===== config.mk =====
export PLATFORM = sky130hd
export DESIGN_NAME = led_trace_uart
export DESIGN_NICKNAME = d
export VERILOG_FILES = /design/src/rtl/led_trace_uart.sv
export SDC_FILE = /design/constraint.sdc
export NUM_CORES = 1
export LEC_CHECK = 0
export BUFFER_PORTS_ARGS = -buffer_cell sky130_fd_sc_hd__buf_2
export CORE_ASPECT_RATIO = 1.1
export CORE_MARGIN = 2
export CORE_UTILIZATION = 55
export CTS_CLUSTER_DIAMETER = 50
export DETAILED_ROUTE_END_ITERATION = 8
export PLACE_DENSITY = 0.78
export SKIP_LAST_GASP = 1
export SLEW_MARGIN = 20
export SYNTH_ARGS = -nofsm -noshare
export SYNTH_HDL_FRONTEND = slang
export SYNTH_SLANG_ARGS = --single-unit

===== constraint.sdc =====
create_clock -name clk -period 9 [get_ports clk]
set_clock_uncertainty 0.2 [all_clocks]
set_input_delay 1.8 -clock clk [delete_from_list [all_inputs] [get_ports clk]]
set_output_delay 1.8 -clock clk [all_outputs]
set_load 0.01 [all_outputs]

===== src/rtl/led_trace_uart.sv =====
// led_trace_uart: timestamps every change of a synchronised input bus and streams
// {sync, ts, value} records over UART 8N1. Define TRACE_OVF_MARK_EN to send sync 0x5A after a drop.
module led_trace_uart #(
    parameter int WIDTH        = 6,
    parameter int TS_WIDTH     = 32,
    parameter int FIFO_DEPTH   = 8,
    parameter int CLKS_PER_BIT = 469
) (
    input  logic             clk,
    input  logic             rst_n,
    input  logic [WIDTH-1:0] sig_in,
    input  logic             enable,
    output logic             txd,
    output logic             busy,
    output logic             overflow
);
    localparam int VB = (WIDTH + 7) / 8;
    localparam int NB = 1 + TS_WIDTH / 8 + VB;
    localparam int FW = NB * 8;
    localparam int EW = 1 + TS_WIDTH + WIDTH;
    localparam int AW = $clog2(FIFO_DEPTH);
    localparam int CW = $clog2(CLKS_PER_BIT);
    localparam int BW = $clog2(NB);

    typedef enum logic [2:0] {IDLE, LOAD, START, DATA, STOP} state_t;

    state_t              state;
    logic [WIDTH-1:0]    s1, s, s_d, prev;
    logic [2:0]          vld_pipe;
    logic                prev_vld;
    logic [TS_WIDTH-1:0] ts;
    logic                chg, push, pop, wr_en, drop, empty, full, mark_pend;
    logic [EW-1:0]       mem [FIFO_DEPTH];
    logic [AW:0]         wr_ptr, rd_ptr;
    logic [EW-1:0]       rd_entry;
    logic [VB*8-1:0]     val_pad;
    logic [7:0]          sync_byte, cur_byte;
    logic [FW-1:0]       frame;
    logic [CW-1:0]       clk_cnt;
    logic [2:0]          bit_idx;
    logic [BW-1:0]       byte_cnt;
    logic                last_byte;

    // s_d is one stage past the synchroniser so the push lands 3 cycles after the input edge
    always_ff @(posedge clk or negedge rst_n) begin
        if (!rst_n) begin
            s1       <= '0;
            s        <= '0;
            s_d      <= '0;
            prev     <= '0;
            vld_pipe <= '0;
            prev_vld <= 1'b0;
            ts       <= '0;
        end else begin
            s1       <= sig_in;
            s        <= s1;
            s_d      <= s;
            prev     <= s_d;
            vld_pipe <= {vld_pipe[1:0], 1'b1};
            prev_vld <= vld_pipe[2];
            ts       <= ts + TS_WIDTH'(1);
        end
    end

    assign chg   = vld_pipe[2] && (!prev_vld || (s_d != prev));
    assign push  = chg && enable;
    assign empty = (wr_ptr == rd_ptr);
    assign full  = (wr_ptr[AW] != rd_ptr[AW]) && (wr_ptr[AW-1:0] == rd_ptr[AW-1:0]);
    assign pop   = (state == LOAD);
    assign wr_en = push && (!full || pop);
    assign drop  = push && full && !pop;
    assign busy  = !empty || (state != IDLE);

`ifdef TRACE_OVF_MARK_EN
    always_ff @(posedge clk or negedge rst_n) begin
        if (!rst_n)     mark_pend <= 1'b0;
        else if (drop)  mark_pend <= 1'b1;
        else if (wr_en) mark_pend <= 1'b0;
    end
`else
    assign mark_pend = 1'b0;
`endif

    always_ff @(posedge clk) begin
        if (wr_en) mem[wr_ptr[AW-1:0]] <= {mark_pend, ts, s_d};
    end

    always_ff @(posedge clk or negedge rst_n) begin
        if (!rst_n) begin
            wr_ptr   <= '0;
            rd_ptr   <= '0;
            overflow <= 1'b0;
        end else begin
            if (wr_en) wr_ptr <= wr_ptr + (AW+1)'(1);
            if (pop)   rd_ptr <= rd_ptr + (AW+1)'(1);
            if (drop)  overflow <= 1'b1;
        end
    end

    assign rd_entry  = mem[rd_ptr[AW-1:0]];
    assign val_pad   = (VB*8)'(rd_entry[WIDTH-1:0]);
    assign sync_byte = rd_entry[EW-1] ? 8'h5A : 8'hA5;
    assign cur_byte  = frame[FW-1 -: 8];
    assign last_byte = (byte_cnt == BW'(NB - 1));

    always_ff @(posedge clk or negedge rst_n) begin
        if (!rst_n) begin
            state    <= IDLE;
            txd      <= 1'b1;
            frame    <= '0;
            clk_cnt  <= '0;
            bit_idx  <= '0;
            byte_cnt <= '0;
        end else begin
            case (state)
                IDLE: if (!empty) state <= LOAD;
                LOAD: begin
                    frame    <= {sync_byte, rd_entry[EW-2 -: TS_WIDTH], val_pad};
                    byte_cnt <= '0;
                    clk_cnt  <= '0;
                    txd      <= 1'b0;
                    state    <= START;
                end
                START: begin
                    if (clk_cnt == CW'(CLKS_PER_BIT - 1)) begin
                        clk_cnt <= '0;
                        bit_idx <= '0;
                        txd     <= cur_byte[0];
                        state   <= DATA;
                    end else clk_cnt <= clk_cnt + CW'(1);
                end
                DATA: begin
                    if (clk_cnt == CW'(CLKS_PER_BIT - 1)) begin
                        clk_cnt <= '0;
                        if (bit_idx == 3'd7) begin
                            txd   <= 1'b1;
                            state <= STOP;
                        end else begin
                            bit_idx <= bit_idx + 3'd1;
                            txd     <= cur_byte[bit_idx + 3'd1];
                        end
                    end else clk_cnt <= clk_cnt + CW'(1);
                end
                STOP: begin
                    // LOAD occupies the final stop-bit cycle so queued records follow with no gap
                    if (last_byte && !empty && clk_cnt == CW'(CLKS_PER_BIT - 2)) begin
                        clk_cnt <= '0;
                        state   <= LOAD;
                    end else if (clk_cnt == CW'(CLKS_PER_BIT - 1)) begin
                        clk_cnt <= '0;
                        if (last_byte) state <= IDLE;
                        else begin
                            frame    <= frame << 8;
                            byte_cnt <= byte_cnt + BW'(1);
                            txd      <= 1'b0;
                            state    <= START;
                        end
                    end else clk_cnt <= clk_cnt + CW'(1);
                end
                default: state <= IDLE;
            endcase
        end
    end
endmodule


======== Yosys cells after proc, flatten, opt, wreduce, memory -nomap -nowiden ========
Memory sizes are Yosys's and may differ from the RTL's.
Index checks and enable logic that the tools add are counted.
storage, ports and cells
  register bits after elaboration ......... 136
  RAM bits ................................ 304
  bits of input ports ..................... 9
  output and inout bits ................... 3
  memories ................................ 1
cells by class
  add/subtract/negate cells ............... 6
  order comparisons ....................... 1
  eq/ne operators ......................... 21
  multiplexer cells ....................... 35
  reduce and logical (&&, ||, !) cells .... 26
memories
  name  words  width  rd ports  clocked after Yosys merged registers in  write ports  RTL line  text
  mem   8      38     1         0                                        1            33        logic [EW-1:0] mem [FIFO_DEPTH];
operators by type and width
  operator                                                          count
  48-bit two-way mux                                                3
  48-bit one-hot mux with 2 select lines                            1
  3-bit two-way mux                                                 12
  32-bit by 1-bit adder with 32-bit output (second input constant)  1
  9-bit one-hot mux with 3 select lines                             1
  9-bit == test (second input constant)                             2
  9-bit two-way mux                                                 2
  2-bit inequality test (second input constant)                     8
  3-bit one-hot mux with 5 select lines                             1
  3-bit one-hot mux with 2 select lines                             2
  9-bit by 1-bit adder with 9-bit output (second input constant)    1
  3-bit == test (second input constant)                             3
  1-bit two-way mux                                                 9
  4-bit by 1-bit adder with 4-bit output (second input constant)    2
  1-bit logical AND                                                 8
  8-bit two-way mux                                                 1
  4-bit AND reduction                                               2
  3-bit by 1-bit adder with 3-bit output (second input constant)    2
  3-bit by 2-bit == test with 1-bit output (second input constant)  2
  6-bit inequality test                                             1
  6-bit AND reduction                                               1
  3-bit nonzero test                                                2
  5-bit AND reduction                                               1
  4-bit == test                                                     1
  14 further kinds                                                  20

======== Longest topological paths before layout ========
  word-level depth ........................ 7
  gate-level depth with buffers ........... 9
  gate-level depth less buffers ........... 7

======== Least setup slack after synthesis ========
No wires, ideal clock.
  kind .................................... input to register
  from .................................... input enable
  to ...................................... memory mem[0][0] (netlist name), enable pin
  arrival ................................. 6015 ps
  data required time ...................... 8258 ps
  path slack .............................. 2243 ps
  stages on the path ...................... 2
  path buffers ............................ 0
  path through ............................ o211ai_1 > nor4b_1
on the way
  cells in the longest elaborated chain, start to end .. 4
ends and longest elaborated chain
  element                                  RTL line  text
  start: declaration                       12        input logic enable,
  1-bit logical AND                        66        assign push = chg && enable;
  1-bit logical AND                        70        assign wr_en = push && (!full || pop);
  1-bit two-way mux                        85        if (wr_en) mem[wr_ptr[AW-1:0]] <= {mark_pend, ts, s_d};
  1-bit two-way mux (implied by the code)  85
  end: declaration                         33
No other way between the ends.

======== Worst setup path after layout ========
  from .................................... register rd_ptr[0]
  to ...................................... output busy
on the way
  cells in the longest elaborated chain, start to end .. 3
ends and longest elaborated chain
  element                   RTL line  text
  start: declaration        34        logic [AW:0] wr_ptr, rd_ptr;
  start signal: assignment  95        if (pop) rd_ptr <= rd_ptr + (AW+1)'(1);
  4-bit == test             67        assign empty = (wr_ptr == rd_ptr);
  1-bit zero test           72        assign busy = !empty || (state != IDLE);
  1-bit logical OR          72
  end: declaration          14        output logic busy,
No other way between the ends.

==> out/qor.txt <==
Cell variety after synth: 66
Via density: 5.98
Antenna cell count: 0
I/O pin total: 12
Area Growth Syn to Fin: 11.8%
Worst setup path class: reg2out
Hold Slack: 0.139 ns
Avg Cell Area, Syn: 17.7 um^2
First-pass GRT wire length: 53000 um
Max VDD drop: 0.153 mV
Slew HR: 25.1%
Drt total wl: 33000 um
Sequential fraction of the synthesis area: 72.6%
Pleak: 6.80 nW
Mapped cell area: 17200 um^2
Initial antenna violation count: 0
Total die area: 32700 um^2
Hold_buf cts: 0
Met1 Wirelength: 13300 um
H-tree depth: 2
Max Slew Vio Count: 0
Postcts setup bufs: 0
Tcrit/Tclk final: 49.4%
Synth Register Bits: 438
FP Rows: 67
CP startpoint kind: register
Synth area leaders: edfxtp_1 53%, dfrtp_1 19%, mux4_2 10%, mux2i_1 2.2%, xnor2_1 1.5%
Routed len/inst: 22.8 um
CTS tree: yes
Clock Sinks: 438
Setup Viol. Count Final: 0
Die Ht: 189 um
Post-synth EDFFs: 304
CP Data Arrival Time: 2.45 ns
First DRT Iteration DRCs: 943
Hold WC Path Type: reg2reg
PortBufs: 11
Final HPWL DP: 18700 um
Net count, final: 1015
Core Box Area: 30600 um^2
Power per cell area: 277 nW/um^2
Status: finished, final reports clean
Most common cell in the synthesized netlist: edfxtp_1
Met3 wire len: 1700 um
RSZ-0062 raised after global routing: no
Starting Density: 56.2%
Worst-Skew Late Latency: 0.56 ns
Pin count of the biggest net entering global routing: 81
Top layer used by detailed routing: met4
CTS resizes: 0
Global Route Usage Sum: 21.1%
CP Max Fanout: 42
Vias in the first global route: 9208
Crit path required time: 7.00 ns
Synth Warn #: 0
Power Total: 5.33 mW
Grt total ovfl: 0
Int Pwr: 3.91 mW
Actual transition at the worst max-transition pin: 1.12 ns
Layout cells sized above 1: 20.8%
Num CTS Buffers: 45
Non-Filler Instances: 1448
Fin Setup TNS: 0 ns
Power share of the combinational group: 16.1%
Synth Flop Type: edfxtp_1
Cells after Synth: 970
Async S/R FF share, synth: 30.6%
Final hold violations: 0
Post-DRT Antenna Nets: 0
Post-place instance area: 17700 um^2
DR WL met2: 17200 um
Maxcap violations: 0
Clock Path Buffers: 3
Placed Cells: 1364
Clock power frac: 34.9%
Post-Syn Nets: 988
Root buffer cell: clkbuf_16
Crit path capture type: output port
Placer Congestion: 0.759
Most frequent cells after synthesis: 304 x edfxtp_1, 133 x dfrtp_1, 78 x mux4_2, 68 x nand2_1, 41 x nor2_1
Seq pwr share: 49.1%
Switching pwr: 1.42 mW
Die width: 173 um
Tmin final: 4.45 ns
# DRC: 0
Clock slew at reported path FFs: 0.06 ns
Via count: 8665
Drt pass-1 iters: 5
F_max: 225 MHz
Synth area leader: edfxtp_1
Post-route cell area: 19200 um^2
Top-area cell type share of the netlist area: 53.1%
Switch share: 26.7%
-- placed cells by master (no fill, tap or decap), types with 5 or more instances in the layout --
cell	synthesis	final
xor2_1	19	19
nor2_1	41	41
o21ai_0	25	25
buf_4	9	15
a21oi_1	25	25
buf_2	16	10
clkbuf_16	0	48
nor3_2	5	6
inv_1	10	10
nand3_1	19	19
mux2i_1	38	38
xnor2_1	30	30
nand2_1	68	68
and3_1	8	6
mux4_2	78	78
clkbuf_1	13	14
a22o_1	5	5
nand4_1	12	12
dfrtp_1	133	130
edfxtp_1	304	304
ha_1	9	9
o21ai_1	13	13
clkinv_2	0	8
o22ai_1	19	19
-- metal layers --
metal,vias to the layer above,global-route usage [%]
met2,253,35.9
met1,4542,28.4
met5,-,0
li1,3802,-
met3,68,3.27
met4,0,6.51
-- critical path, cell delays in order, from the launching register on --
cell	delay (ns)
dfrtp_4	0.98
xnor2_1	0.23
nand4b_2	0.23
nor2_1	0.25
inv_1	0.06
buf_2	0.14
-- power groups by stage --
stage / Sequential (mW) / Clock (mW) / Combinational (mW)
floorplan: 2.52 / 0 / 0.738
global placement: 2.63 / 0 / 0.817
detailed placement: 2.65 / 0 / 0.841
CTS: 2.62 / 1.89 / 0.867
global route: 2.65 / 1.97 / 0.934
finish: 2.62 / 1.86 / 0.858
-- state kept, by name, indices dropped and copies added (netlist names), 4 cells and up --
name	flops
s1	6
clk_cnt	9
mem	304
frame	46
wr_ptr	4
s	6
rd_ptr	4
s_d	6
prev	6
ts	32
-- cells by family (layout without fill, tap and decap cells) --
| logic type | after synthesis | after routing | share of synthesized area, % |
|---|---|---|---|
| DFF | 438 | 438 | 72.6 |
| and+or+nand+nor | 196 | 196 | 6.16 |
| muxes | 120 | 120 | 12.7 |
| AOI/OAI and AO/OA | 98 | 98 | 3.44 |
| buffers and inverters | 57 | 121 | 1.77 |
| xor gates and xnor gates | 51 | 51 | 2.68 |
| adders and majority gates | 9 | 9 | 0.655 |
| other | 1 | 1 | 0.0218 |
-- final cells by class --
| class | count | area, um^2 |
|---|---|---|
| clock buffers | 66 | 1310 |
| clock inverters | 18 | 215 |
| fillers | 2047 | 11400 |
| inverters | 10 | 37.5 |
| multi-input cells | 475 | 4470 |
| flip-flops and latches | 438 | 12500 |
| well taps | 414 | 518 |
| repair buffers | 27 | 185 |
-- final timing paths --
check	cells after the start	startpoint	endpoint	slack, ns
worst min-delay path	0	s1[4]$_DFF_PN0_	s[4]$_DFF_PN0_	0.14
min in group asynchronous	1	rst_n	clk_cnt[5]$_DFFE_PN0P_	0.98
worst max-delay path	5	rd_ptr[0]$_DFFE_PN0P_	busy	4.55
max in group asynchronous	2	rst_n	rd_ptr[0]$_DFFE_PN0P_	6.42
worst max register to register	6	rd_ptr[0]$_DFFE_PN0P_	mem[1][26]$_DFFE_PP_	5.40
worst min register to register	0	s1[4]$_DFF_PN0_	s[4]$_DFF_PN0_	0.14
-- per-stage QoR --
| step | worst slack [ns] | util, % |
|---|---|---|
| global route | 4.30 | 62.8 |
| detailed placement | 4.68 | 57.8 |
| floorplan | 2.24 | - |
| global placement | 4.74 | 57.8 |
| finish | 4.55 | 62.8 |
| CTS | 4.50 | 62.8 |
Power figures use the tool's default switching activity.
